### src/rtl/dmem_access_arbiter.sv
// Data-memory port arbiter: round-robin between the pipeline (port 0) and the
// loader/debug port (port 1), one access in flight, registered responses.

module dmem_arb_resp_lane (
   input  logic        clk,
   input  logic        reset,
   input  logic        req,
   input  logic        done,
   input  logic        done_err,
   input  logic        capture,
   input  logic [63:0] rdata_in,
   output logic        ack,
   output logic        err,
   output logic [63:0] rdata,
   output logic        stall
);
   always_ff @(posedge clk) begin
      if (reset) begin
         ack   <= 1'b0;
         err   <= 1'b0;
         rdata <= '0;
      end else begin
         ack <= done;
         err <= done & done_err;
         if (capture) rdata <= rdata_in;
      end
   end

   assign stall = req & ~ack;
endmodule

module dmem_access_arbiter #(
   parameter int READ_LATENCY = 0,
   parameter bit CHECK_ALIGN  = 1'b1
) (
   input  logic        clk,
   input  logic        reset,
   input  logic        p0_req,
   input  logic        p0_we,
   input  logic [63:0] p0_addr,
   input  logic [63:0] p0_wdata,
   output logic        p0_ack,
   output logic        p0_err,
   output logic [63:0] p0_rdata,
   output logic        p0_stall,
   input  logic        p1_req,
   input  logic        p1_we,
   input  logic [63:0] p1_addr,
   input  logic [63:0] p1_wdata,
   output logic        p1_ack,
   output logic        p1_err,
   output logic [63:0] p1_rdata,
   output logic        p1_stall,
   output logic        mem_read,
   output logic        mem_write,
   output logic [63:0] mem_addr,
   output logic [63:0] mem_wdata,
   input  logic [63:0] mem_rdata,
   output logic        busy
);
   localparam int         NUM_PORTS = 2;
   localparam logic [2:0] RL        = 3'(READ_LATENCY);

   typedef enum logic [1:0] {IDLE, ACCESS, WAIT, RESP} state_t;

   typedef struct packed {
      logic        we;
      logic [63:0] addr;
      logic [63:0] wdata;
   } mem_req_t;

   state_t   state, state_nxt;
   logic     last_grant, sel_q, we_q, err_q;
   logic [2:0] cnt;

   logic [NUM_PORTS-1:0]      req_v;
   mem_req_t [NUM_PORTS-1:0]  req_in;
   logic [NUM_PORTS-1:0]      lane_ack, lane_err, lane_stall;
   logic [NUM_PORTS-1:0][63:0] lane_rdata;

   logic     gnt_fire, gnt_sel, gnt_err;
   mem_req_t gnt;
   logic     capture, resp_fire;

   assign req_v     = {p1_req, p0_req};
   assign req_in[0] = '{we: p0_we, addr: p0_addr, wdata: p0_wdata};
   assign req_in[1] = '{we: p1_we, addr: p1_addr, wdata: p1_wdata};

   // A tie goes to the port that did not win last; a lone requester always wins.
   always_comb begin
      gnt_sel  = (&req_v) ? ~last_grant : req_v[1];
      gnt      = req_in[gnt_sel];
      gnt_err  = CHECK_ALIGN && (gnt.addr[2:0] != 3'b000);
      gnt_fire = (state == IDLE) && (|req_v);
   end

   always_comb begin
      state_nxt = state;
      capture   = 1'b0;
      case (state)
         IDLE:    if (gnt_fire) state_nxt = ACCESS;
         ACCESS: begin
            if (err_q || we_q || READ_LATENCY == 0) begin
               state_nxt = RESP;
               capture   = ~err_q & ~we_q;
            end else begin
               state_nxt = WAIT;
            end
         end
         WAIT: begin
            if (cnt == 3'd1) begin
               state_nxt = RESP;
               capture   = 1'b1;
            end
         end
         RESP:    state_nxt = IDLE;
         default: state_nxt = IDLE;
      endcase
   end

   assign resp_fire = (state_nxt == RESP);

   // Strobes are registered off the grant so they are high exactly in ACCESS.
   always_ff @(posedge clk) begin
      if (reset) begin
         state      <= IDLE;
         last_grant <= 1'b1;
         sel_q      <= 1'b0;
         we_q       <= 1'b0;
         err_q      <= 1'b0;
         cnt        <= '0;
         mem_read   <= 1'b0;
         mem_write  <= 1'b0;
         mem_addr   <= '0;
         mem_wdata  <= '0;
      end else begin
         state     <= state_nxt;
         mem_read  <= 1'b0;
         mem_write <= 1'b0;
         if (gnt_fire) begin
            sel_q      <= gnt_sel;
            last_grant <= gnt_sel;
            we_q       <= gnt.we;
            err_q      <= gnt_err;
            mem_addr   <= gnt.addr;
            mem_wdata  <= gnt.wdata;
            mem_write  <= gnt.we & ~gnt_err;
            mem_read   <= ~gnt.we & ~gnt_err;
         end
         if (state == ACCESS && state_nxt == WAIT) cnt <= RL;
         else if (state == WAIT)                   cnt <= cnt - 3'd1;
      end
   end

   for (genvar i = 0; i < NUM_PORTS; i++) begin : g_lane
      dmem_arb_resp_lane u_lane (
         .clk      (clk),
         .reset    (reset),
         .req      (req_v[i]),
         .done     (resp_fire & (sel_q == 1'(i))),
         .done_err (err_q),
         .capture  (capture & (sel_q == 1'(i))),
         .rdata_in (mem_rdata),
         .ack      (lane_ack[i]),
         .err      (lane_err[i]),
         .rdata    (lane_rdata[i]),
         .stall    (lane_stall[i])
      );
   end

   assign p0_ack   = lane_ack[0];
   assign p0_err   = lane_err[0];
   assign p0_rdata = lane_rdata[0];
   assign p0_stall = lane_stall[0];
   assign p1_ack   = lane_ack[1];
   assign p1_err   = lane_err[1];
   assign p1_rdata = lane_rdata[1];
   assign p1_stall = lane_stall[1];
   assign busy     = (state != IDLE);
endmodule

### config.mk
export PLATFORM = sky130hd
export DESIGN_NAME = dmem_access_arbiter
export DESIGN_NICKNAME = d
export VERILOG_FILES = /design/src/rtl/dmem_access_arbiter.sv
export SDC_FILE = /design/constraint.sdc
export NUM_CORES = 1
export LEC_CHECK = 0
export CAP_MARGIN = 25
export CORE_AREA = 8 8 222 224
export CTS_BUF_LIST = sky130_fd_sc_hd__clkbuf_8
export DETAILED_ROUTE_END_ITERATION = 7
export DIE_AREA = 0 0 230 232
export MAX_ROUTING_LAYER = met4
export PLACE_DENSITY = 0.64
export SLEW_MARGIN = 20
export SYNTH_ARGS = -nofsm -noshare
export SYNTH_HDL_FRONTEND = slang
export SYNTH_SLANG_ARGS = --single-unit
### constraint.sdc
create_clock -name clk -period 2.1 [get_ports clk]
set_clock_uncertainty 0.2 [all_clocks]
set_input_delay 0.315 -clock clk [delete_from_list [all_inputs] [get_ports clk]]
set_output_delay 0.315 -clock clk [all_outputs]
set_load 0.005 [all_outputs]
==> results.cfg, run 1 <==
[critical_path]
reg2reg_slack_ps = 80
timing.rr.end = g_lane[1].u_lane.rdata[13]
arrival_ps = 1520
start_kind = flip-flop
worst-path-max-fanout = 2
required_ps = 1580
reg2reg_depth = 8
path_delay_family = buffers and inverters
crit_path_end_kind = primary output
crit-reg2reg-launch = state[0]
path_cells = clkdlybuf4s50_1
slowest_delay_ps = 590
slowest_stage = clkdlybuf4s50_1
crit_buf_inv = 1
worst-setup-path-type = flip-flop to primary output

[yosys]
synthFlopType = dfxtp_1
syn-num-nets = 1321
synth.avg_cell_area_um2 = 10.8
synth.distinct_cells = 34
netlist_area_mm2 = 0.0107
ys.warnings.count = 0
netlist_instances = 989
yosysSeqAreaShare = 0.508
synth-seq-cells = 271
synth-edff-count = 0
synth-async-reset-ratio = 0

[power]
irDropWorstVdd_mv = 0.556
cellPowerDensity_mw_per_mm2 = 938
p_leak_nw = 8.03
power_w = 0.0179

[cells_and_area]
fillers = 4467
final_common_cell = clkdlybuf4s50_1
stdcell_count = 2280
final_cell_mix = 568 x clkdlybuf4s50_1, 260 x dfxtp_1, 257 x mux2i_1, 195 x nand2_1, 130 x o2bb2ai_1
synthToLayoutAreaGrowth_pct = 78.8
fin_util = 0.417
drive_gt1_frac = 0.0998
num-nets-final = 1959

[clock_network]
cts.htree.levels = 2
cts-buffers-inserted = 51
cts_tree = done
clk_latency_ps = 600
clk_pin_slew_worst_paths_ps = 60
cts-root-buf = clkbuf_8
clockBufferDepth = 3
ctsHoldBuffers = 0
clock_sinks = 271

[timing]
clock.fmax_mhz = 492
holdWs_ps = 87.2
setup_viol = 0
relSlewSlack = 0.603
hold_violations = 0
slew_viol_final = 0
setup_slack_ps = 68.7
rsz0062_at_grt = yes
tightestPinTransition_ps = 589
finalCritPeriodShare = 0.967
final.min_clock_period_ps = 2030

[floorplan]
fp-row-count = 79
die_h_um = 232
core_mm2 = 0.0459
fp.dieW_um = 230
die_area_mm2 = 0.0534
ios = 591
initial_core_util = 0.233

[hold_path]
hp-class = input port to flip-flop
whs_path_depth = 3
hp-start = mem_rdata[48]
whs_endpoint = g_lane[0].u_lane.rdata[48]

[drt]
wire_per_inst_um = 20.5
drtIter0Drc = 344
drt_pass1_iterations = 4
drc = 0
num_vias = 10100
wl_um = 46700
ant_nets = 0
vias_per_cell = 4.42

[global_route]
grt_overflow = 0
antenna_found_initial = 13
grt_pass1_wl_um = 67400
grt_max_degree = 44
grt_usage = 0.168
grt_pass1_vias = 10800

[job]
maxCapViolCount = 0

[place]
port_buffers = 590
dp_slack_ps = -294
dp_cells = 2171
post-dp-hpwl_um = 36700
place_congestion = 0.822

[outcome]
outcome = complete, no violations
[cells in the mapped netlist (2+ instances only)]
library cell	count	area, um^2
nor3_1	3	15.0
a211oi_1	5	37.5
nand3b_1	3	22.5
o21ai_0	2	10.0
buf_6	7	78.8
ha_1	6	75.1
nand3_1	3	15.0
a21boi_0	2	15.0
a21oi_1	3	15.0
buf_2	21	105
mux2i_1	257	2570
dfxtp_1	271	5430
nand2_1	195	732
nor2b_1	5	31.3
nor2_1	5	18.8
buf_1	11	41.3
buf_4	13	97.6
inv_1	7	26.3
o2bb2ai_1	130	1140
clkbuf_1	26	97.6
[kinds of logic after synthesis]
| logic type | Yosys count | share of synthesized area |
|---|---|---|
| compound gates | 149 | 0.119 |
| flops | 271 | 0.508 |
| fa+ha+maj | 6 | 0.00703 |
| buf+inv | 86 | 0.0422 |
| simple gates | 217 | 0.0806 |
| mux | 258 | 0.242 |
| xor+xnor | 2 | 0.00164 |
[registers in the layout (all words and copies together), names as in the netlist, 2 cells and up]
signal / flops
g_lane.u_lane.ack: 2
state: 2
g_lane.u_lane.rdata: 128
g_lane.u_lane.err: 2
mem_wdata: 64
mem_addr: 64
cnt: 3
[layer usage]
layer / vias to the layer above / wire, um / GRT usage / share of wire
li1: 4809 / - / - / -
met2: 456 / 23000 / 0.287 / 0.49
met3: 85 / 4240 / 0.0651 / 0.091
met5: - / 0 / - / 0
met1: 4726 / 17800 / 0.173 / 0.38
met4: 0 / 1630 / 0.0711 / 0.035
[worst max path at each step]
stage | startpoint | endpoint | cells past startpoint | slack [ps]
floorplan | state[0] | g_lane[0].u_lane.rdata[13] | 7 | 180
global placement | p0_req | g_lane[0].u_lane.ack | 6 | -330
detailed placement | p0_req | g_lane[0].u_lane.ack | 6 | -290
CTS | state[0] | g_lane[1].u_lane.rdata[1] | 7 | -50
global route | state[0] | g_lane[1].u_lane.rdata[5] | 8 | -20
finish | mem_addr[8] | mem_addr[8] | 1 | 70
[through the flow]
stage / area, um^2 / TNS [ps]
after floorplan: 10700 / 0
after global placement: 17800 / -3080
after detailed placement: 17800 / -8320
after CTS: 19000 / -468
after global routing: 19100 / -77.6
final: 19100 / 0
[power breakdown]
part	internal, W	switching (W)	leakage, nW
registers	0.00613	0.000560	2.22
logic	0.00350	0.00243	5.21
clock network	0.00302	0.00229	0.611
[repair_timing]
action,CTS,global route
buffers inserted,5,3
gates resized for setup,28,15
pin swaps,3,2
gates cloned,1,2
setup endpoints to repair,73,93
[cell type report]
class | count | area (um^2) | share of cell area
clock buffer | 62 | 853 | 0.0447
tap | 607 | 759 | 0.0398
timing repair buffer | 663 | 6910 | 0.362
sequential | 271 | 5440 | 0.285
multi-input combinational | 632 | 4890 | 0.256
antenna | 9 | 22.5 | 0.00118
inverter | 8 | 32.5 | 0.00170
clock inverter | 28 | 196 | 0.0103
Note: power is estimated with default switching activity, not from simulation.
==> inputs of run 2 (changes only) <==
--- a/config.mk
+++ b/config.mk
@@ -16,3 +16,4 @@
 export SYNTH_ARGS = -nofsm -noshare
 export SYNTH_HDL_FRONTEND = slang
 export SYNTH_SLANG_ARGS = --single-unit
+export TNS_END_PERCENT = 10
==> run 2 against run 1 <==
Combinational power is essentially flat. Die area is the same. Utilization is essentially flat. Final cell count is essentially flat. Sequential power is essentially flat. Critical path type unchanged. Critical endpoint unchanged.
==> results.cfg, run 2 (synthesized netlist as in run 1, its figures left out) <==
[outcome]
outcome = complete, no violations

[cells_and_area]
num-nets-final = 1958
fin_util = 0.416
top_register = g_lane.u_lane.rdata
stdcell_count = 2281
register_area_mm2 = 0.00544
drive_gt1_frac = 0.0992
fillers = 4469
final_common_cell = clkdlybuf4s50_1
largest_reg_flops = 128
top_regs = g_lane.u_lane.rdata (128), mem_addr (64), mem_wdata (64)
multi_input_area_mm2 = 0.00489
final_cell_mix = 568 x clkdlybuf4s50_1, 260 x dfxtp_1, 257 x mux2i_1, 195 x nand2_1, 130 x o2bb2ai_1
synthToLayoutAreaGrowth_pct = 78.6

[timing]
rsz0062_at_grt = yes
clock.fmax_mhz = 493
setup_slack_ps = 69.6
final.min_clock_period_ps = 2030
relSlewSlack = 0.602
slew_viol_final = 0
tightestPinTransition_ps = 591
hold_violations = 0
setup_viol = 0
finalCritPeriodShare = 0.967

[global_route]
antenna_found_initial = 13
grt_overflow = 0
grt_pass1_vias = 10800
grt_max_degree = 44
grt_usage = 0.168
grt_pass1_wl_um = 67400

[drt]
drc = 0
drtIter0Drc = 364
ant_nets = 0
vias_per_cell = 4.42
wl_um = 46500
wire_per_inst_um = 20.4
drt_pass1_iterations = 4
num_vias = 10100

[place]
port_buffers = 590
place_congestion = 0.822
dp_slack_ps = -294
dp_cells = 2171
post-dp-hpwl_um = 36700

[hold_path]
hp-class = input port to flip-flop
whs_path_depth = 3
hp-start = mem_rdata[48]
whs_endpoint = g_lane[0].u_lane.rdata[48]

[power]
swShare = 0.294
p_switching_w = 0.00526
clkPwrFrac = 0.296
p_int_w = 0.0126
p_leak_nw = 8.02
pwr-share-comb = 0.330
cellPowerDensity_mw_per_mm2 = 937
irDropWorstVdd_mv = 0.556
p_seq_frac = 0.374

[clock_network]
clockBufferDepth = 3
cts-root-buf = clkbuf_8
clock_sinks = 271
cts.htree.levels = 2
ctsHoldBuffers = 0
clk_pin_slew_worst_paths_ps = 60
clk_latency_ps = 590
cts-buffers-inserted = 51
cts_tree = done

[job]
maxCapViolCount = 0

[floorplan]
ios = 591
initial_core_util = 0.233
fp.dieW_um = 230
die_h_um = 232
fp-row-count = 79
core_mm2 = 0.0459
die_area_mm2 = 0.0534

[critical_path]
crit_path_end_kind = primary output
crit-reg2reg-launch = state[0]
arrival_ps = 1520
reg2reg_depth = 8
path_delay_family = buffers and inverters
worst-path-max-fanout = 2
slowest_delay_ps = 580
slowest_stage = clkdlybuf4s50_1
timing.rr.end = g_lane[1].u_lane.rdata[13]
required_ps = 1580
start_kind = flip-flop
crit_buf_inv = 1
path_cells = clkdlybuf4s50_1
worst-setup-path-type = flip-flop to primary output
reg2reg_slack_ps = 80
run 2: changes by cell type in the layout (fill, tap and decap cells not counted), sizes merged:
| cell | before | now |
|---|---|---|
| clkbuf | 64 | 63 |
| diode | 9 | 11 |
run 2: layout make-up:
class	count	area share
clock inverters	28	0.0103
diodes	11	0.00144
multi-input cells	632	0.256
flip-flops and latches	271	0.285
well taps	607	0.0398
repair buffers	662	0.361
inverters	8	0.00170
clock buffers	62	0.0447
run 2: repair_timing:
item	CTS	global route
setup buffers	5	3
pin swaps	3	2
cloned	1	1
resized for setup	28	15
setup endpoints to repair	73	93
run 2: power groups by stage:
stage / logic [W] / clock network (W) / registers (W)
2_1_floorplan: 0.00207 / 0 / 0.00677
3_3_place_gp: 0.00584 / 0 / 0.00674
3_5_place_dp: 0.00589 / 0 / 0.00676
4_1_cts: 0.00593 / 0.00552 / 0.00668
5_1_grt: 0.00631 / 0.00576 / 0.00681
6_report: 0.00590 / 0.00530 / 0.00669
run 2: worst max path at each step:
| stage | startpoint | endpoint | slack [ps] | cells after the start |
|---|---|---|---|---|
| after detailed placement | p0_req | g_lane[0].u_lane.ack | -290 | 6 |
| final | mem_addr[8] | mem_addr[8] | 70 | 1 |
| after floorplan | state[0] | g_lane[0].u_lane.rdata[13] | 180 | 7 |
| after CTS | state[0] | g_lane[1].u_lane.rdata[1] | -50 | 7 |
| after global routing | state[0] | g_lane[1].u_lane.rdata[5] | -20 | 8 |
| after global placement | p0_req | g_lane[0].u_lane.ack | -330 | 6 |
run 2: metal layers:
metal	track usage	part of all wire	up-vias
li1	-	-	4812
met1	0.173	0.38	4738
met2	0.287	0.49	438
met3	0.0651	0.089	86
met4	0.0711	0.035	0
met5	-	0	-
run 2: metrics by stage:
step                      power [W]  cell area (um^2)  hold WS, ps  setup TNS [ps]
after global routing         0.0189             19100         42.7           -79.1
after detailed placement     0.0126             17800          245           -8320
after floorplan             0.00883             10700          193               0
after global placement       0.0126             17800          241           -3080
final                        0.0179             19100         93.6               0
after CTS                    0.0181             19000         15.6            -468
